===== config.mk =====
export PLATFORM = sky130hd
export DESIGN_NAME = speed_round_scorer
export DESIGN_NICKNAME = d
export VERILOG_FILES = /design/src/rtl/speed_round_scorer.sv
export SDC_FILE = /design/constraint.sdc
export NUM_CORES = 1
export LEC_CHECK = 0
export ABC_AREA = 0
export BUFFER_PORTS_ARGS = -buffer_cell sky130_fd_sc_hd__buf_2
export CAP_MARGIN = 5
export CORE_MARGIN = 3
export CORE_UTILIZATION = 55
export DETAILED_ROUTE_END_ITERATION = 12
export GPL_TIMING_DRIVEN = 0
export PLACE_DENSITY = 0.76
export SLEW_MARGIN = 30
export SYNTH_ARGS = -nofsm -noshare
export SYNTH_HDL_FRONTEND = slang
export SYNTH_SLANG_ARGS = --single-unit

===== constraint.sdc =====
create_clock -name clk -period 2.75 [get_ports clk]
set_input_delay 0.55 -clock clk [delete_from_list [all_inputs] [get_ports clk]]
set_output_delay 0.55 -clock clk [all_outputs]
set_load 0.02 [all_outputs]

===== src/rtl/speed_round_scorer.sv =====
// speed_round_scorer: owns the two-button speed round (timer, push counting, verdict); SPEED_DEBOUNCE_EN adds a per-button level filter.
// Latency: push pulse lands 3 cycles after first sampling edge (3+DEB_CYCLES when filtered); verdict 1 cycle after the window closes.
// Backpressure: none; pushes outside COUNT are dropped, speed_start outside IDLE/DONE is ignored, speed_abort always wins.
module speed_round_scorer #(
   parameter int CNT_W      = 8,
   parameter int ROUND_LEN  = 1000,
   parameter int TIE_MARGIN = 0
`ifdef SPEED_DEBOUNCE_EN
   , parameter int DEB_CYCLES = 16
`endif
) (
   input  logic             clk,
   input  logic             rst,
   input  logic             pbl,
   input  logic             pbr,
   input  logic             speed_start,
   input  logic             speed_abort,
   output logic             busy,
   output logic             result_valid,
   output logic             speed_right,
   output logic             speed_left,
   output logic             speed_tie,
   output logic [CNT_W-1:0] count_left,
   output logic [CNT_W-1:0] count_right
);

   localparam int TW = (ROUND_LEN > 2) ? $clog2(ROUND_LEN) : 1;

   typedef enum logic [1:0] {S_IDLE, S_COUNT, S_COMPARE, S_DONE} state_t;

   state_t           r_state;
   state_t           w_next;
   logic [1:0]       r_sync1;
   logic [1:0]       r_sync2;
   logic [1:0]       r_prev;
   logic [1:0]       r_pulse;
   logic [1:0]       w_lvl;
   logic [TW-1:0]    r_timer;
   logic [CNT_W-1:0] r_cnt_l;
   logic [CNT_W-1:0] r_cnt_r;
   logic             r_right;
   logic             r_left;
   logic             r_tie;
   logic [CNT_W:0]   w_diff;
   logic             w_is_tie;
   logic             w_enter_count;

   // Two-flop synchroniser; bit 0 is the left button, bit 1 the right.
   always_ff @(posedge clk) begin
      if (rst) begin
         r_sync1 <= '0;
         r_sync2 <= '0;
      end else begin
         r_sync1 <= {pbr, pbl};
         r_sync2 <= r_sync1;
      end
   end

`ifdef SPEED_DEBOUNCE_EN
   localparam int DW = (DEB_CYCLES > 1) ? $clog2(DEB_CYCLES + 1) : 1;

   logic [DW-1:0] r_deb_l;
   logic [DW-1:0] r_deb_r;
   logic [1:0]    r_filt;

   // Filtered level only flips after DEB_CYCLES consecutive cycles at the new level.
   always_ff @(posedge clk) begin
      if (rst) begin
         r_filt  <= '0;
         r_deb_l <= '0;
         r_deb_r <= '0;
      end else begin
         if (r_sync2[0] == r_filt[0]) begin
            r_deb_l <= '0;
         end else if (r_deb_l == DW'(DEB_CYCLES - 1)) begin
            r_filt[0] <= r_sync2[0];
            r_deb_l   <= '0;
         end else begin
            r_deb_l <= r_deb_l + 1'b1;
         end
         if (r_sync2[1] == r_filt[1]) begin
            r_deb_r <= '0;
         end else if (r_deb_r == DW'(DEB_CYCLES - 1)) begin
            r_filt[1] <= r_sync2[1];
            r_deb_r   <= '0;
         end else begin
            r_deb_r <= r_deb_r + 1'b1;
         end
      end
   end

   assign w_lvl = r_filt;
`else
   assign w_lvl = r_sync2;
`endif

   // Registered rising-edge detect: one pulse per push however long it is held.
   always_ff @(posedge clk) begin
      if (rst) begin
         r_prev  <= '0;
         r_pulse <= '0;
      end else begin
         r_prev  <= w_lvl;
         r_pulse <= w_lvl & ~r_prev;
      end
   end

   // State register.
   always_ff @(posedge clk) begin
      if (rst) r_state <= S_IDLE;
      else     r_state <= w_next;
   end

   // Next-state logic; abort overrides everything including a same-cycle start.
   always_comb begin
      w_next = r_state;
      case (r_state)
         S_IDLE:    if (speed_start) w_next = S_COUNT;
         S_COUNT:   if (r_timer == '0) w_next = S_COMPARE;
         S_COMPARE: w_next = S_DONE;
         S_DONE:    if (speed_start) w_next = S_COUNT;
         default:   w_next = S_IDLE;
      endcase
      if (speed_abort) w_next = S_IDLE;
   end

   assign w_enter_count = (w_next == S_COUNT) && (r_state != S_COUNT);

   // One extra bit keeps the magnitude exact even when one counter is saturated.
   assign w_diff   = (r_cnt_r >= r_cnt_l) ? ({1'b0, r_cnt_r} - {1'b0, r_cnt_l})
                                          : ({1'b0, r_cnt_l} - {1'b0, r_cnt_r});
   assign w_is_tie = 32'(w_diff) <= 32'(TIE_MARGIN);

   // Round datapath: timer, saturating counters and the latched verdict.
   always_ff @(posedge clk) begin
      if (rst || speed_abort) begin
         r_timer <= '0;
         r_cnt_l <= '0;
         r_cnt_r <= '0;
         r_right <= 1'b0;
         r_left  <= 1'b0;
         r_tie   <= 1'b0;
      end else if (w_enter_count) begin
         r_timer <= TW'(ROUND_LEN - 1);
         r_cnt_l <= '0;
         r_cnt_r <= '0;
         r_right <= 1'b0;
         r_left  <= 1'b0;
         r_tie   <= 1'b0;
      end else begin
         if (r_state == S_COUNT) begin
            if (r_timer != '0) r_timer <= r_timer - 1'b1;
            if (r_pulse[0] && (r_cnt_l != '1)) r_cnt_l <= r_cnt_l + 1'b1;
            if (r_pulse[1] && (r_cnt_r != '1)) r_cnt_r <= r_cnt_r + 1'b1;
         end
         if (r_state == S_COMPARE) begin
            r_tie   <= w_is_tie;
            r_right <= !w_is_tie && (r_cnt_r > r_cnt_l);
            r_left  <= !w_is_tie && (r_cnt_l > r_cnt_r);
         end
      end
   end

   assign busy         = (r_state == S_COUNT) || (r_state == S_COMPARE);
   assign result_valid = (r_state == S_DONE);
   assign speed_right  = r_right;
   assign speed_left   = r_left;
   assign speed_tie    = r_tie;
   assign count_left   = r_cnt_l;
   assign count_right  = r_cnt_r;

endmodule


After elaboration in Yosys (flattened, before gate mapping). Cells that the tools add are included.

Mux-type cells: 8. Reduce and logical (&&, ||, !) cells: 19. $lt $le $gt $ge: 4. Bitwise gates (word level): 2. Eq/ne operators: 7. Add/subtract/negate cells: 5.

Operators with widths (count): $mux 10 (3); $sub 8x8->9 (2); $add 8x1->8 const B (2); $gt 8x8->1 (2); $ne 8x8->1 const B (2); $logic_not 10->1 (1); $reduce_bool 10->1 (1); $sub 10x1->10 const B (1); $le 9x1->1 const B (1); $mux 9 (1); $ge 8x8->1 (1); $reduce_and 2->1 (4); $mux 2 (3); $pmux 2 s3 (1); $logic_and 1x1->1 (5); $eq 2x1->1 const B (2); $eq 2x2->1 const B (2); $reduce_bool 2->1 (2); $reduce_or 2->1 (2); $and 2x2->2 (1); $logic_not 2->1 (1); $logic_or 1x1->1 (2); $ne 2x1->1 const B (1); $not 2->2 (1); $logic_not 1->1 (1).

Bits of input ports: 6. Flip-flop bits (word level): 39.

Depth between registers and ports, before layout. Gate-level depths: netlist (run 1).

Depth after elaboration: 8. Gate-level depth with buffers: 9.

Worst setup path after synthesis (run 1). No wires, ideal clock.

Path type: register -> register. Start point: reg r_cnt_l[3] (netlist: count_left[3]). End point: reg r_right (netlist: speed_right). Clock period less this slack: 2.242 ns. Data arrival time: 2.141 ns. Stages on the path, launching flop included: 10. Setup slack: 0.508 ns. Cells stage by stage: dfxtp_1 > inv_1 > ha_1 > clkbuf_1 > o21ai_0 > a21oi_1 > o21ai_0 > xnor2_1 > a31o_2 > o41ai_1.

Word-level cells in the longest chain between the ends: 5. Elaborated cells on any way between the ends: 8. Classes of those cells: add/sub (2); order compare (3); mux (1); reduce/logical (2).

Ends and longest elaborated chain: from (decl) (line 39) `logic [CNT_W-1:0] r_cnt_l;`; from (signal assigned) (line 153) `if (r_pulse[0] && (r_cnt_l != '1)) r_cnt_l <= r_cnt_l + 1'b1;`; $sub 8x8->9, or another cell as far along (line 131) `: ({1'b0, r_cnt_l} - {1'b0, r_cnt_r});`; $mux 9 (line 130) `assign w_diff = (r_cnt_r >= r_cnt_l) ? ({1'b0, r_cnt_r} - {1'b0, r_cnt_l})`; $le 9x1->1 (line 132) `assign w_is_tie = 32'(w_diff) <= 32'(TIE_MARGIN);`; $logic_not 1->1 (line 158) `r_right <= !w_is_tie && (r_cnt_r > r_cnt_l);`; $logic_and 1x1->1 (*) (line 158); to (signal assigned) (line 158); to (decl) (line 41) `logic r_right;`.

Mark *: on every way between the ends. The rest lies on a longest branch, timed or not. A chain may end at the register's enable or synchronous reset.

Worst setup path in the final report (run 1).
Start point: reg r_cnt_l[6] (netlist: count_left[6]). End point: reg r_left (netlist: speed_left).

Word-level cells in the longest chain between the ends: 5. Elaborated cells on any way between the ends: 8. Classes of those cells: add/sub (2); order compare (3); mux (1); reduce/logical (2).

Ends and longest elaborated chain: $sub 8x8->9, or another cell as far along (line 131); $mux 9 (line 130); $le 9x1->1 (line 132); $logic_not 1->1 (line 159) `r_left <= !w_is_tie && (r_cnt_l > r_cnt_r);`; $logic_and 1x1->1 (*) (line 159); to (signal assigned) (line 159); to (decl) (line 42) `logic r_left;`.

Marked as above.

==> impl_metrics.json, run 1 <==
{
  "critPathMaxFanout": 10,
  "drt_wl_total_microns": 4890,
  "wire_per_inst_microns": 14.0,
  "critPathKind": "flip-flop to flip-flop",
  "setup_viol": 0,
  "path_cells": "inv_1, ha_1, clkbuf_1, nand4_1, nor3b_1, nor4_1, a31o_2, o31ai_1",
  "postSynthRegisterBits": 39,
  "cp_data_required_time_ns": 2.92,
  "crit_slowest_cell": "dfxtp_1",
  "hold_path_class": "flip-flop to flip-flop",
  "final.period_utilization_pct": 92.6,
  "synth-adder-area-share_pct": 12.6,
  "dieArea_sq_mm": 0.00497,
  "via_per_inst": 5.60,
  "syn_to_final_growth_pct": 14.1,
  "drive_above_1_share_pct": 14.3,
  "yosys_warnings": 0,
  "path_clk_slew_ns": 0.08,
  "finalHoldViolations": 0,
  "yosys.area_share.simple_pct": 22.5,
  "grt_use_total_pct": 20.4,
  "ant_nets": 0,
  "layout_min_cycle_time_ns": 2.55,
  "grt_pass1_vias": 1803,
  "synth.mux.area_fraction_pct": 0,
  "cts_setup_buffers": 0,
  "start_util_pct": 59.8,
  "worst-path-buf-inv": 2,
  "netlist_area_sq_mm": 0.00229,
  "slew_headroom_pct": 56.1,
  "grt-ovfl-total": 0,
  "finalClockSkew_ns": 0.00673,
  "drtIter0Drc": 93,
  "nets": 329,
  "grt_max_degree": 13,
  "synth_fp_nets": 296,
  "maxCapViolations": 0,
  "yosysUniqueCellTypes": 45,
  "place_hpwl_microns": 3790,
  "cts_tree": "done",
  "cts_resized": 0,
  "synth_top_family_by_area": "simple AND/OR/NAND/NOR gates",
  "peakVddDrop_mv": 0.430,
  "fin_area_sq_mm": 0.00261,
  "place_area_sq_mm": 0.00248,
  "cts-root-buf": "clkbuf_8",
  "postCtsHoldBufs": 0,
  "fin_util_pct": 68.3,
  "core_area_sq_mm": 0.00383,
  "grt_setup_unrepaired": "no",
  "p_leak_nw": 1.06,
  "first_pass_iters": 4,
  "finalPower_mw": 1.23,
  "clock_sinks": 39,
  "avgSynthCellArea_sq_um": 8.58,
  "cp.arrival_ns": 2.71,
  "cpPeakStageDelay_ns": 0.47,
  "numCtsBuffers": 5,
  "slew_violations": 0,
  "end_kind": "flip-flop",
  "grt_pass1_wl_microns": 8230,
  "drc_errors": 0,
  "fill_cells": 334,
  "worst_pin_slew_ns": 0.650,
  "final.setup.tns_ns": 0,
  "ioPinCount": 27,
  "insertion_delay_ns": 0.28,
  "insertedDiodeCount": 0,
  "synth_xor_area_share_pct": 10.7,
  "syn_inst": 267,
  "critPathTopFamily": "simple AND/OR/NAND/NOR gates",
  "htreeDepth": 2,
  "power.density_mw_per_mm2": 470,
  "die_h_microns": 70.5,
  "outcome": "finished, final reports clean",
  "clock_path_buffers": 2,
  "synth_compound_area_share_pct": 15.2,
  "numPortBuffers": 26,
  "std_cell_rows": 22,
  "start_kind": "flip-flop",
  "gp_congestion": 0.875,
  "vias": 1955,
  "seq_area_frac_synth_pct": 34.1,
  "die_x_microns": 70.5,
  "antenna_found_initial": 0,
  "max_freq_mhz": 393
}
==> synth_stat cells (all sizes together) <==
| master | number | share of area [%] |
|---|---|---|
| o32ai | 1 | 0.38 |
| dfxtp | 39 | 34 |
| a31oi | 1 | 0.27 |
| o22ai | 1 | 0.27 |
| clkbuf | 7 | 1.1 |
| a41oi | 2 | 0.77 |
| or3 | 2 | 0.60 |
| a211oi | 3 | 0.98 |
| nor3 | 4 | 0.87 |
| o21ai | 6 | 1.3 |
| nand4 | 10 | 2.7 |
| nor4 | 3 | 0.82 |
| a21oi | 15 | 3.3 |
| o32a | 1 | 0.44 |
| xnor2 | 21 | 8.0 |
| a2111o | 1 | 0.49 |
| xor2 | 7 | 2.7 |
| nand2 | 12 | 2.0 |
| or2 | 2 | 0.55 |
| and2 | 1 | 0.38 |
| o31ai | 4 | 1.3 |
| and4 | 3 | 1.1 |
| o31a | 1 | 0.38 |
| nor2 | 32 | 5.2 |
| ha | 23 | 13 |
| o21ba | 1 | 0.44 |
| nand2b | 1 | 0.27 |
| o21a | 2 | 0.66 |
| inv | 23 | 3.8 |
| o211ai | 2 | 0.66 |
| a221oi | 2 | 0.77 |
| nor2b | 10 | 2.7 |
| o41ai | 2 | 0.77 |
| or4 | 2 | 0.82 |
| or3b | 3 | 1.1 |
| a31o | 1 | 0.38 |
| and3 | 5 | 1.4 |
| a21o | 1 | 0.33 |
| nand3 | 7 | 1.5 |
| o41a | 1 | 0.93 |
| nor3b | 1 | 0.33 |
| o2bb2ai | 1 | 0.38 |
==> metal layers <==
layer | track usage (%) | vias up | part of all wire, %
met4 | 6.17 | 0 | 0.82
met5 | 0 | - | 0
li1 | - | 1001 | -
met3 | 3.88 | 4 | 4.7
met1 | 27.4 | 901 | 47
met2 | 33.1 | 49 | 47
==> metrics by stage <==
stage	cells	setup WS, ns	hold slack (ns)
after global routing	349	0.0995	0.397
after detailed placement	341	0.256	0.376
after global placement	341	0.304	0.371
final	349	0.203	0.384
after floorplan	267	0.508	0.367
after CTS	349	0.229	0.387
==> cell type report <==
cell class	count	area, sq um	area share [%]
tap	48	60.1	2.30
sequential	39	781	29.9
timing repair buffer	26	130	4.98
buffer	7	26.3	1.01
multi-input combinational	198	1400	53.4
clock inverter	2	60.1	2.30
inverter	23	86.3	3.30
clock buffer	6	72.6	2.78
==> cells by family after synthesis <==
group	after synthesis
AO/OA/AOI/OAI	49
XOR/XNOR	28
adder cells (fa/ha/maj)	23
buffers and inverters	30
flip-flops	39
AND/OR/NAND/NOR	98
==> sequential cells by signal, summed over array words and instances (netlist names), 2 cells and up <==
register,cells
r_timer,10
count_left,8
count_right,8
r_prev,2
r_pulse,2
r_state,2
r_sync1,2
r_sync2,2
==> power by group <==
| group | switching [mW] | internal, mW | total (mW) |
|---|---|---|---|
| combinational | 0.0507 | 0.0363 | 0.0870 |
| sequential | 0.0111 | 0.578 | 0.589 |
| clock | 0.188 | 0.363 | 0.551 |
| total | 0.250 | 0.977 | 1.23 |
==> placed cells by master (no fill, tap or decap), types with 6 or more instances in the layout <==
| master | n |
|---|---|
| dfxtp_1 | 39 |
| nor2_1 | 32 |
| buf_2 | 26 |
| inv_1 | 23 |
| ha_1 | 23 |
| xnor2_1 | 21 |
| a21oi_1 | 15 |
| nand2_1 | 12 |
| nor2b_1 | 10 |
| nand4_1 | 10 |
| clkbuf_1 | 8 |
| nand3_1 | 7 |
| xor2_1 | 7 |
| o21ai_0 | 6 |
==> worst paths after layout <==
| check | startpoint | endpoint | slack [ns] | depth (start not counted) |
|---|---|---|---|---|
| worst max-delay path | count_left[6]$_SDFFE_PP0P_ | speed_left$_SDFFE_PP0N_ | 0.20 | 8 |
| worst min-delay path | r_prev[1]$_SDFF_PP0_ | r_pulse[1]$_SDFF_PP0_ | 0.38 | 1 |
| worst max register to register | count_left[6]$_SDFFE_PP0P_ | speed_left$_SDFFE_PP0N_ | 0.20 | 8 |
| worst min register to register | r_prev[1]$_SDFF_PP0_ | r_pulse[1]$_SDFF_PP0_ | 0.38 | 1 |
Power figures use the tool's default switching activity.
==> run 2, diff against run 1 <==
ABC_AREA = 1   (was 0)
PLACE_DENSITY = 0.75   (was 0.76)
==> run 2 against run 1 <==
Via count up 29%. Sequential share of layout area down 3.3 points. Fmax up 15%. First-iteration DRC count up 120%. Die area up 15%. Global-route usage up 2.4 points. Critical path type unchanged. Largest cell class unchanged.
==> impl_metrics.json, run 2 <==
{
  "seq_area_frac_synth_pct": 29.4,
  "antenna_found_initial": 0,
  "start_kind": "flip-flop",
  "postSynthRegisterBits": 39,
  "synth_top_area_cell": "dfxtp_1",
  "critPathKind": "flip-flop to flip-flop",
  "power_switching_share_pct": 27.7,
  "numCtsBuffers": 5,
  "layout_min_cycle_time_ns": 2.21,
  "p_int_mw": 0.801,
  "reg2reg_from": "count_left[2]$_SDFFE_PP0P_",
  "path_clk_slew_ns": 0.08,
  "place_hpwl_microns": 4610,
  "drtIter0Drc": 202,
  "synth_top_area_share_pct": 29.4,
  "cp.arrival_ns": 2.40,
  "ff_latch_area_sq_um": 781,
  "crit_start": "count_left[2]$_SDFFE_PP0P_",
  "die_h_microns": 75.5,
  "dieArea_sq_mm": 0.00571,
  "nets": 469,
  "synth_common_cells": "108 x nand2_1, 78 x inv_1, 46 x nor2_1, 39 x dfxtp_1, 27 x nand3_1",
  "finalHoldViolations": 0,
  "multiInputGateArea_sq_mm": 0.00155,
  "grt_use_total_pct": 22.7,
  "synth_fp_nets": 437,
  "power_frac_clock_pct": 35.3,
  "cts-root-buf": "clkbuf_8",
  "maxCapViolations": 0,
  "outcome": "finished, final reports clean",
  "grt_max_degree": 13,
  "final.period_utilization_pct": 80.4,
  "finalClockSkew_ns": 0.00658,
  "ys.flop_type": "dfxtp_1",
  "syn_to_final_growth_pct": 10.3,
  "grt_pass1_vias": 2278,
  "netlist_area_sq_mm": 0.00266,
  "combPwrFrac_pct": 11.5,
  "grt_pass1_wl_microns": 10000,
  "final_cell_mix": "108 x nand2_1, 78 x inv_1, 46 x nor2_1",
  "synth_async_sr_flop_share_pct": 0,
  "worst_pin_slew_ns": 0.599,
  "die_x_microns": 75.5,
  "layout_commonest_cell": "nand2_1",
  "top_register": "r_timer",
  "vias": 2515,
  "synth.area.top_cells": "dfxtp_1 29%, nand2_1 15%, inv_1 11%",
  "hold_path_class": "flip-flop to flip-flop",
  "fin_area_sq_mm": 0.00294,
  "power.density_mw_per_mm2": 377,
  "drc_errors": 0,
  "insertedDiodeCount": 0,
  "std_cell_rows": 24,
  "slew_headroom_pct": 59.9,
  "cts_tree": "done",
  "grt_setup_unrepaired": "no",
  "drive_above_1_share_pct": 11.3,
  "max_freq_mhz": 452,
  "ant_nets": 0,
  "cts_resized": 0,
  "largest_reg_flops": 10,
  "postCtsHoldBufs": 0,
  "peakVddDrop_mv": 0.329,
  "pwr-share-seq_pct": 53.2,
  "first_pass_iters": 4,
  "slew_violations": 0,
  "place_area_sq_mm": 0.00285,
  "cts_setup_buffers": 0,
  "insertion_delay_ns": 0.29,
  "grt-ovfl-total": 0,
  "clock_path_buffers": 2,
  "drt_wl_total_microns": 5880,
  "syn_inst": 408,
  "wire_per_inst_microns": 11.9,
  "htreeDepth": 2,
  "setup_viol": 0,
  "p_sw_mw": 0.307,
  "critPathMaxFanout": 9,
  "gp_congestion": 0.850,
  "via_per_inst": 5.10,
  "synth-edff-count": 0,
  "ioPinCount": 27,
  "clock_sinks": 39,
  "core_area_sq_mm": 0.00450,
  "yosys_warnings": 0,
  "cp_data_required_time_ns": 2.94,
  "hold_start": "r_prev[1]$_SDFF_PP0_",
  "final.setup.tns_ns": 0,
  "numPortBuffers": 25,
  "end_kind": "flip-flop",
  "start_util_pct": 59.1,
  "synth.most_common_cell": "nand2_1",
  "yosysUniqueCellTypes": 29,
  "p_leak_nw": 1.49,
  "fill_cells": 436,
  "avgSynthCellArea_sq_um": 6.52
}
run 2: cell count changes after synthesis, sizes merged, moves of 4 or more:
| cell | delta |
|---|---|
| a21oi | +7 |
| a31oi | +4 |
| and3 | -5 |
| buf | +5 |
| clkbuf | -6 |
| inv | +55 |
| nand2 | +101 |
| nand3 | +21 |
| nor2 | +18 |
| nor2b | -10 |
| o31ai | -4 |
| xnor2 | -21 |
| xor2 | +5 |
run 2: routing by layer:
layer	track usage (%)	part of all wire [%]
met5	0	0
met1	31.6	49
met2	36.1	44
met4	5.44	1.0
met3	4.88	5.4
run 2: layout make-up:
cell class	instances	area share [%]
inverter	78	9.97
tap	52	2.22
clock inverter	2	0.426
sequential	39	26.6
multi-input combinational	285	52.9
timing repair buffer	25	4.26
clock buffer	6	2.47
buffer	6	1.19
run 2: cells by family (layout without fill, tap and decap cells):
kind of cell | count (synthesis) | count (layout) | share of synthesized area (%)
buffers and inverters | 84 | 117 | 12.3
xor gates and xnor gates | 12 | 12 | 3.95
and+or+nand+nor | 208 | 208 | 33.8
adders and majority gates | 23 | 23 | 10.8
AOI/OAI and AO/OA | 42 | 42 | 9.78
DFF | 39 | 39 | 29.4
run 2: power by group through the flow:
stage / Sequential (mW) / Combinational, mW / Clock, mW
2_1_floorplan: 0.600 / 0.100 / 0
3_3_place_gp: 0.602 / 0.123 / 0
3_5_place_dp: 0.603 / 0.126 / 0
4_1_cts: 0.589 / 0.127 / 0.399
5_1_grt: 0.591 / 0.144 / 0.425
6_report: 0.589 / 0.127 / 0.391
run 2: critical path, stage by stage, from the launching register on:
cell,delay [ns]
dfxtp_1,0.47
inv_1,0.10
ha_1,0.28
buf_2,0.20
nand2_1,0.10
inv_1,0.11
nand2_1,0.08
nand2_1,0.09
nand2_1,0.08
nand3_1,0.10
inv_1,0.05
nor2_1,0.10
nand3_1,0.08
nand2_1,0.06
nand2_1,0.09
nand2_1,0.08
a21oi_1,0.05
run 2: stage by stage:
step	total power [mW]	cells	util (%)	hold slack (ns)	setup slack (ns)
CTS	1.12	493	65.2	0.402	0.568
floorplan	0.700	408	-	0.373	0.736
global placement	0.725	485	63.3	0.378	0.598
detailed placement	0.729	485	63.3	0.391	0.592
finish	1.11	493	65.2	0.398	0.538
global route	1.16	493	65.2	0.424	0.255
run 2: worst paths after layout:
path / slack [ns] / cells after the start / to
worst max register to register: 0.54 / 16 / speed_left$_SDFFE_PP0N_
worst min-delay path: 0.40 / 1 / r_pulse[1]$_SDFF_PP0_
worst max-delay path: 0.54 / 16 / speed_left$_SDFFE_PP0N_
worst min register to register: 0.40 / 1 / r_pulse[1]$_SDFF_PP0_
